## config.mk

```make
export PLATFORM = sky130hd
export DESIGN_NAME = switch_debouncer
export DESIGN_NICKNAME = d
export VERILOG_FILES = /design/src/rtl/switch_debouncer.sv
export SDC_FILE = /design/constraint.sdc
export NUM_CORES = 1
export LEC_CHECK = 0
export ABC_AREA = 0
export CORE_ASPECT_RATIO = 1.5
export CORE_MARGIN = 10
export CORE_UTILIZATION = 30
export DETAILED_ROUTE_END_ITERATION = 8
export GPL_ROUTABILITY_DRIVEN = 1
export SKIP_LAST_GASP = 1
export SYNTH_ARGS = -nofsm -noshare
export SYNTH_HDL_FRONTEND = slang
export SYNTH_SLANG_ARGS = --single-unit
```

## constraint.sdc

```tcl
create_clock -name clk_2 -period 1.65 [get_ports clk_2]
set_clock_uncertainty 0.15 [all_clocks]
set_input_delay 0.33 -clock clk_2 [delete_from_list [all_inputs] [get_ports clk_2]]
set_output_delay 0.33 -clock clk_2 [all_outputs]
set_load 0.005 [all_outputs]
```

## src/rtl/switch_debouncer.sv

```systemverilog
// Per-bit switch conditioner: 2-FF synchroniser into clk_2, stability-counter
// debounce, and registered rise/fall/any-change pulses aligned with sw_clean.
module switch_debouncer #(
    parameter int unsigned NBITS           = 8,
    parameter int unsigned DEBOUNCE_CYCLES = 4,
    parameter int unsigned CNT_W           = $clog2(DEBOUNCE_CYCLES + 1)
) (
    input  logic             clk_2,
    input  logic             reset,
    input  logic [NBITS-1:0] sw_raw,
    output logic [NBITS-1:0] sw_clean,
    output logic [NBITS-1:0] sw_rise,
    output logic [NBITS-1:0] sw_fall,
    output logic             sw_any_change
);

    localparam logic [CNT_W-1:0] CNT_LAST = CNT_W'(DEBOUNCE_CYCLES - 1);

    logic [NBITS-1:0] s1;
    logic [NBITS-1:0] s2;
    logic [CNT_W-1:0] cnt     [NBITS];
    logic [CNT_W-1:0] cnt_nxt [NBITS];
    logic [NBITS-1:0] clean_nxt;
    logic [NBITS-1:0] rise_nxt;
    logic [NBITS-1:0] fall_nxt;

    // A mismatch must persist DEBOUNCE_CYCLES evaluations; any agreement clears the count.
    always_comb begin
        clean_nxt = sw_clean;
        rise_nxt  = '0;
        fall_nxt  = '0;
        for (int unsigned i = 0; i < NBITS; i++) begin
            cnt_nxt[i] = '0;
            if (s2[i] != sw_clean[i]) begin
                if (cnt[i] == CNT_LAST) begin
                    clean_nxt[i] = s2[i];
                    rise_nxt[i]  = s2[i];
                    fall_nxt[i]  = ~s2[i];
                end else begin
                    cnt_nxt[i] = cnt[i] + CNT_W'(1);
                end
            end
        end
    end

    always_ff @(posedge clk_2) begin
        if (reset) begin
            s1            <= '0;
            s2            <= '0;
            sw_clean      <= '0;
            sw_rise       <= '0;
            sw_fall       <= '0;
            sw_any_change <= 1'b0;
            for (int unsigned i = 0; i < NBITS; i++) begin
                cnt[i] <= '0;
            end
        end else begin
            s1            <= sw_raw;
            s2            <= s1;
            sw_clean      <= clean_nxt;
            sw_rise       <= rise_nxt;
            sw_fall       <= fall_nxt;
            sw_any_change <= |(rise_nxt | fall_nxt);
            for (int unsigned i = 0; i < NBITS; i++) begin
                cnt[i] <= cnt_nxt[i];
            end
        end
    end

endmodule

```

# == Word level (Yosys, flattened, before mapping) ==
# Memories as Yosys holds them, arrays and structs flattened.
# Cells that the tools add are included.
# classes
add_sub_neg,8
reduce_logical,9
n_eq_ne,16
n_bitwise,17
mux,59
# op_table
op,n
$mux 3,24
$mux 1,35
$add 3x1->3 const B,8
$eq 3x2->1 const B,8
$reduce_and 2->1,8
$ne 1x1->1,8
$not 1->1,8
$or 1x1->1,8
$or 8x8->8,1
$reduce_or 8->1,1
# totals
reg_bits,41
word_cells,123
memories,1
ram_bits,24
in_bits,10
out_inout_bits,25
# memory_table
memory,words,word_bits,rd,rd_ports_with_merged_regs,wr,line_no,rtl
cnt,8,3,8,0,8,21,logic [CNT_W-1:0] cnt [NBITS];

# == Depth between registers and ports, before layout ==
# Gate-level depths: netlist of the first run.
# logic_depth
word_depth,5
depth_mapped,5
depth_no_buf,5

# == Least setup slack after synthesis of the first run ==
# No wires, ideal clock.
# synth_timing
path_type,reg2reg
start,memory cnt[1][6] in the netlist's numbering
end,register sw_any_change
t_arrival_ns,0.978
stages_incl_launch_ff,5
t_required_ns,1.365
path_buffers,0
synth_period_minus_slack_ns,1.263
setup_time_ns,0.135
slack_ns,0.387
path_cell_list,dfxtp_1 -> ha_1 -> ha_1 -> a22oi_1 -> a41oi_1
# synth_rtl
item,line_no,rtl
from (decl),21,
to (signal assigned),63,sw_any_change <= |(rise_nxt | fall_nxt);
to (decl),14,output logic sw_any_change

# == Worst setup path after layout of the first run ==
# layout_timing
start,register sw_any_change
end,output port sw_any_change
# No word-level cell between the ends.

==> metrics.md, run 1 <==
| Metric | Value |
|---|---|
| Synthesis-to-finish area growth | `30.47%` |
| Post-Syn Area | `roughly 2200 um^2` |
| Largest net degree at the start of global routing | `47` |
| Yosys cell types | `16` |
| Antenna viol nets, final | `0` |
| CP peak stage delay | `around 0.5 ns` |
| I/O Pins | `35` |
| Tmin final | `approximately 1.6 ns` |
| Post-Synthesis Cells | `slightly below 200` |
| Total Neg Setup Slack | `0 ns` |
| Hpwl dp | `roughly 2.6 mm` |
| Vias in the first global route | `around 1400` |
| CP Capture Type | `primary output` |
| Die Footprint | `~11000 um^2` |
| Global-route met3 utilization | `0.03234` |
| GRT overflow | `0` |
| Rows | `38` |
| Top-area cell type share of the netlist area | `0.5869` |
| Worst skew pair latency | `0.32 ns` |
| Post-CTS Repair Setup Buffers | `0` |
| Fin crit share | `0.9713` |
| Delay-heaviest family, CP | `buffers and inverters` |
| Worst path arrival time | `about 1.1 ns` |
| Critical R2R Launch | `cnt[1][6]` |
| Achievable Freq | `0.6240 GHz` |
| Post-synthesis sequential area ratio | `0.5869` |
| Cell Chain, Critical Path | `clkdlybuf4s50_1` |
| Slew of the pin with the lowest slew margin | `between 0.2 and 0.25 ns` |
| Pleak | `approximately 1.4 nW` |
| CTS root buf | `clkbuf_8` |
| # fillers | `about 750` |
| FF-to-FF End | `sw_any_change` |
| Slew Limit Fails | `0` |
| TritonCTS Buffers | `9` |
| Synth warn | `0` |
| Synth Register Bits | `between 60 and 70` |
| End-of-flow core utilization | `0.4003` |
| CTS clock-pin slew for the worst setup and hold paths | `about 0.06 ns` |
| Vias | `approximately 1400` |
| CP Data Required Time | `1.17 ns` |
| # nets final | `~260` |
| CTS Sinks | `65` |
| Max Cap Viol | `0` |
| Deepest clock path buffer count | `2` |
| CP Launch Type | `flip-flop` |
| Busiest grt layer | `met2` |
| DIE HEIGHT | `125.3 um` |
| DRC | `0` |
| Crit path kind | `reg2out` |
| First-pass GRT wire length | `just over 6 mm` |
| Setup slack, reg-to-reg | `0.20 ns` |
| Hold_ws | `0.2677 ns` |
| RSZ-0062 raised after global routing | `false` |
| Drt total wl | `roughly 3.6 mm` |
| Hold Vio Cnt, Final | `0` |
| Mean Syn Cell Area | `around 11 um^2` |
| CTS tree | `yes` |
| WL/cell | `10.56 um` |
| Slew HR | `0.8367` |
| First-pass iteration count of the detailed router | `4` |
| RePlAce Congestion | `0.6690` |
| Most frequent cells in the layout | `dfxtp_1, nor2_1, nor2b_1, ha_1, clkdlybuf4s50_1` |
| Status | `complete, no violations` |
| Share of cells above drive strength 1 | `0.1157` |
| Port bufs | `34` |
| Grt met1 use | `0.07493` |
| GR Util All Layers | `0.06794` |
| Crit Path Max Fanout | `1` |
| Pwr Density | `986.5 nW/um^2` |
| Htree depth | `3` |
| Peak supply drop | `roughly 0.00060 V` |
| Worst path slowest cell | `clkdlybuf4s50_1` |
| Worst hold path type | `reg2reg` |
| Most common cell after layout, fill and taps aside | `dfxtp_1` |
| Largest cells by area after synthesis | `dfxtp_1, ha_1, nor4bb_1, nor2_1, nor2b_1` |
| Buf/Inv on CP | `1` |
| Drt via density | `a little over 4` |
| Leading area contributor after synthesis | `dfxtp_1` |
| Ant diodes | `0` |
| Core Area | `between 7000 and 8000 um^2` |
| Syn nets | `about 220` |
| Worst r2r path cells | `4` |
| Finish-stage setup viols | `0` |
| DR iter-0 viols | `41` |
| Min-Delay Endpoint | `cnt[0][6]` |
| Die width | `~90 um` |
| HP Start | `cnt[0][6]` |
| GR Util met2 | `0.09949` |
| Initial Utilization | `0.3068` |
| WHS Path Cells | `1` |
| Initial antenna violation count | `0` |
-- per-stage QoR --
stage | std cells | power, mW | setup slack [ns] | cell area [um^2]
2_1_floorplan | 195 | 1.686 | 0.3868 | 2217
3_3_place_gp | 326 | 1.724 | 0.05480 | 2689
3_5_place_dp | 326 | 1.727 | 0.04396 | 2689
4_1_cts | 342 | 2.907 | -0.08466 | 2865
5_1_grt | 342 | 2.988 | 0.0007196 | 2893
6_report | 342 | 2.854 | 0.04735 | 2893
-- cell type report --
type                    count  area (um^2)  area share
inverters                   8        30.03     0.01038
multi-input cells         117        864.6      0.2989
clock inverters             3        15.01    0.005190
flip-flops and latches     65         1316      0.4550
clock buffers              13        158.9     0.05493
well taps                 100        125.1     0.04325
repair buffers             36        382.9      0.1324
-- registers in the layout (all words and copies together) (netlist names) --
signal / cells
s2: 8
cnt: 24
sw_fall: 8
sw_rise: 8
s1: 8
sw_any_change: 1
sw_clean: 8
-- routing by layer --
metal  vias to the layer above  wire length [um]
li1                        741                 -
met1                       614              1732
met2                        32              1578
met3                         6               218
met4                         0                84
met5                         -                 0
-- cell families after synthesis --
group                      Yosys count  synth area share
AOI/OAI and AO/OA                    5           0.01750
xor gates and xnor gates             8           0.03499
adders and majority gates           16           0.09029
buffers and inverters               13           0.02314
DFF                                 65            0.5869
muxes                                8           0.03612
and+or+nand+nor                     80            0.2111
-- how the worst max path moves through the flow --
stage | cells past startpoint | to | from
after detailed placement | 3 | sw_rise[4] | reset
after global placement | 3 | sw_rise[6] | reset
final | 1 | sw_any_change | sw_any_change
after floorplan | 4 | sw_any_change | cnt[1][6]
after CTS | 1 | sw_clean[4] | sw_clean[4]
after global routing | 1 | sw_any_change | sw_any_change
-- where the power goes --
part	switching (mW)	internal, mW	leakage (nW)
logic	0.0380	0.0445	0.762
registers	0.0139	1.59	0.532
clock network	0.546	0.621	0.0932
-- repair_timing --
item,in CTS,in global routing
endpoints found under the setup margin,9,10
hold buffers,0,0
resized for setup,17,11
-- synthesized netlist by cell type --
cell type and number:
dfxtp_1 65, xor2_2 1, xor2_1 7, nor2_1 32
nor2b_1 16, mux2i_1 8, a41oi_1 1, clkbuf_1 3
and4bb_2 3, inv_1 8, and3_1 8, nor4bb_1 13
buf_2 2, a22oi_1 4, ha_1 16, nand2_1 8
(Power assumes the default switching activity.)
==> run 2, diff against run 1 <==
--- a/config.mk
+++ b/config.mk
@@ -7,7 +7,7 @@
 export LEC_CHECK = 0
 export ABC_AREA = 0
 export CORE_ASPECT_RATIO = 1.5
-export CORE_MARGIN = 10
+export CORE_MARGIN = 3
 export CORE_UTILIZATION = 30
 export DETAILED_ROUTE_END_ITERATION = 8
 export GPL_ROUTABILITY_DRIVEN = 1
==> run 2 against run 1 <==
Total power grew 2.5%. Sequential cell count is the same. Largest cell class unchanged. Hold slack gained 0.0038 ns. Critical path type unchanged. Core utilization grew 2.0 points. Clock-buffer cell count grew 1. Wire length shrank 2.6%. Register-to-register slack is essentially flat. Highest routed layer unchanged. Fmax grew 0.35%. Critical endpoint unchanged. Combinational power is essentially flat.
==> metrics.md, run 2 (same netlist as run 1, synthesis figures left out) <==
| Metric | Value |
|---|---|
| End-of-flow core utilization | `0.4205 (was 0.4003)` |
| Drt via density | `4.178 (was 4.073)` |
| Die Footprint | `8479 um^2 (was 11300 um^2)` |
| Max reg flops | `24 (unchanged)` |
| CTS Sinks | `65 (unchanged)` |
| Status | `complete, no violations (unchanged)` |
| Largest Register | `cnt (unchanged)` |
| Worst hold path type | `reg2reg (unchanged)` |
| Crit Path Max Fanout | `1 (unchanged)` |
| TritonCTS Buffers | `9 (unchanged)` |
| Worst path slowest cell | `clkdlybuf4s50_1 (unchanged)` |
| Min-Delay Endpoint | `cnt[0][0] (was cnt[0][6])` |
| Hpwl dp | `2.438 mm (was 2.588 mm)` |
| Initial antenna violation count | `0 (unchanged)` |
| Fin crit share | `0.9679 (was 0.9713)` |
| Share of cells above drive strength 1 | `0.1341 (was 0.1157)` |
| Buf/Inv on CP | `1 (unchanged)` |
| Pwr Density | `988.6 nW/um^2 (was 986.5 nW/um^2)` |
| Worst path arrival time | `1.12 ns (about the same)` |
| Cts hold-fix bufs | `0 (unchanged)` |
| FF-to-FF End | `sw_any_change (unchanged)` |
| # fillers | `739 (was 748)` |
| Worst skew pair latency | `0.33 ns (was 0.32 ns)` |
| Initial Utilization | `0.3151 (was 0.3068)` |
| Worst r2r path cells | `4 (unchanged)` |
| First-pass GRT wire length | `6.161 mm (was 6.237 mm)` |
| Synthesis-to-finish area growth | `33.47% (was 30.47%)` |
| Hold Vio Cnt, Final | `0 (unchanged)` |
| CTS root buf | `clkbuf_8 (unchanged)` |
| Vias | `1433 (was 1393)` |
| Place WS | `0.03949 ns (was 0.04396 ns)` |
| Crit path kind | `reg2out (unchanged)` |
| Total Neg Setup Slack | `0 ns (unchanged)` |
| Most common cell after layout, fill and taps aside | `dfxtp_1 (unchanged)` |
| Slew Limit Fails | `0 (unchanged)` |
| Max Cap Viol | `0 (unchanged)` |
| DRC | `0 (unchanged)` |
| DIE HEIGHT | `111.3 um (was 125.3 um)` |
| Rows | `37 (was 38)` |
| CTS clock-pin slew for the worst setup and hold paths | `0.06 ns (about the same)` |
| GR Util All Layers | `0.09382 (was 0.06794)` |
| Setup slack, reg-to-reg | `0.19 ns (was 0.20 ns)` |
| # nets final | `267 (was 263)` |
| I/O Pins | `35 (unchanged)` |
| Delay-heaviest family, CP | `buffers and inverters (unchanged)` |
| HP Start | `cnt[0][0] (was cnt[0][6])` |
| Die width | `76.19 um (was 90.19 um)` |
| Slew HR | `0.8239 (was 0.8367)` |
| CP peak stage delay | `0.49 ns (was 0.50 ns)` |
| Port bufs | `34 (unchanged)` |
| Achievable Freq | `0.6262 GHz (was 0.6240 GHz)` |
| First-pass iteration count of the detailed router | `4 (unchanged)` |
| Slew of the pin with the lowest slew margin | `0.2606 ns (was 0.2416 ns)` |
| CP Data Required Time | `1.17 ns (about the same)` |
| Largest net degree at the start of global routing | `47 (unchanged)` |
| Hold_ws | `0.2715 ns (was 0.2677 ns)` |
| Final setup margin | `0.05301 ns (was 0.04735 ns)` |
| WL/cell | `10.26 um (was 10.56 um)` |
| Drt total wl | `3.519 mm (was 3.613 mm)` |
| Cell Chain, Critical Path | `clkdlybuf4s50_1 (unchanged)` |
| Pleak | `1.545 nW (was 1.387 nW)` |
| GRT overflow | `0 (unchanged)` |
| Critical R2R Launch | `cnt[1][3] (was cnt[1][6])` |
| Ant diodes | `0 (unchanged)` |
| Vias in the first global route | `1472 (was 1356)` |
| Finish-stage setup viols | `0 (unchanged)` |
| Peak supply drop | `0.0004172 V (was 0.0006040 V)` |
| Htree depth | `3 (unchanged)` |
| RePlAce Congestion | `0.7271 (was 0.6690)` |
| CTS tree | `yes (unchanged)` |
| RSZ-0062 raised after global routing | `false (unchanged)` |
| Core Area | `7037 um^2 (was 7227 um^2)` |
| DR iter-0 viols | `35 (was 41)` |
| WHS Path Cells | `1 (unchanged)` |
| Tmin final | `1.597 ns (was 1.603 ns)` |
| Antenna viol nets, final | `0 (unchanged)` |
| CP Capture Type | `primary output (unchanged)` |
| Deepest clock path buffer count | `2 (unchanged)` |
| Most frequent cells in the layout | `dfxtp_1, nor2_1, dlymetal6s2s_1, nor2b_1, ha_1 (was dfxtp_1, nor2_1, nor2b_1, ha_1, clkdlybuf4s50_1)` |
| CP Launch Type | `flip-flop (unchanged)` |
-- run 2: cell types whose count changed in the layout (fill, tap and decap cells not counted) --
| cell | delta |
|---|---|
| clkbuf_8 | +2 |
| buf_4 | +4 |
| dfxtp_2 | -1 |
| clkbuf_1 | -1 |
| dlygate4sd2_1 | -1 |
| dfxtp_4 | +1 |
| dlymetal6s2s_1 | +7 |
| clkdlybuf4s50_1 | -6 |
| clkinv_2 | -1 |
-- run 2: timing repair --
action,4_1_cts,5_1_grt
buffers inserted,4,0
setup endpoints to repair,10,17
resized for setup,18,17
-- run 2: layer usage --
metal / track usage / up-vias / routed length (um) / share of wire
li1: - / 749 / - / -
met4: 0.06167 / 0 / 74 / 0.021
met3: 0.04553 / 5 / 185 / 0.053
met5: 0 / - / 0 / 0
met2: 0.1546 / 32 / 1705 / 0.48
met1: 0.09299 / 647 / 1554 / 0.44
-- run 2: worst max-delay path by stage --
| stage | startpoint | endpoint | slack, ns | depth (start not counted) |
|---|---|---|---|---|
| CTS | sw_clean[4] | sw_clean[4] | -0.07 | 1 |
| detailed placement | reset | sw_rise[6] | 0.04 | 3 |
| global route | sw_any_change | sw_any_change | 0.006 | 1 |
| floorplan | cnt[1][6] | sw_any_change | 0.39 | 4 |
| global placement | reset | sw_rise[6] | 0.06 | 3 |
| finish | sw_any_change | sw_any_change | 0.05 | 1 |
-- run 2: area by class of cell --
class | instances | area [um^2] | share of cell area
Clock buffer | 14 | 182.7 | 0.06173
Clock inverter | 2 | 10.01 | 0.003383
Inverter | 8 | 30.03 | 0.01015
Multi-Input combinational cell | 117 | 864.6 | 0.2922
Sequential cell | 65 | 1319 | 0.4457
Tap cell | 97 | 121.4 | 0.04101
Timing Repair Buffer | 40 | 431.7 | 0.1459
-- run 2: through the flow --
stage               cell area [um^2]  total power [mW]  cells
floorplan                       2217             1.686    195
global route                    2959             3.083    343
global placement                2685             1.724    323
detailed placement              2685             1.727    323
finish                          2959             2.925    343
CTS                             2917             2.988    343
-- run 2: power by group --
part	internal [mW]	leakage, nW	total, mW	switching, mW
clock network	0.705	0.102	1.24	0.535
logic	0.0444	0.910	0.0823	0.0379
registers	1.59	0.533	1.60	0.0142
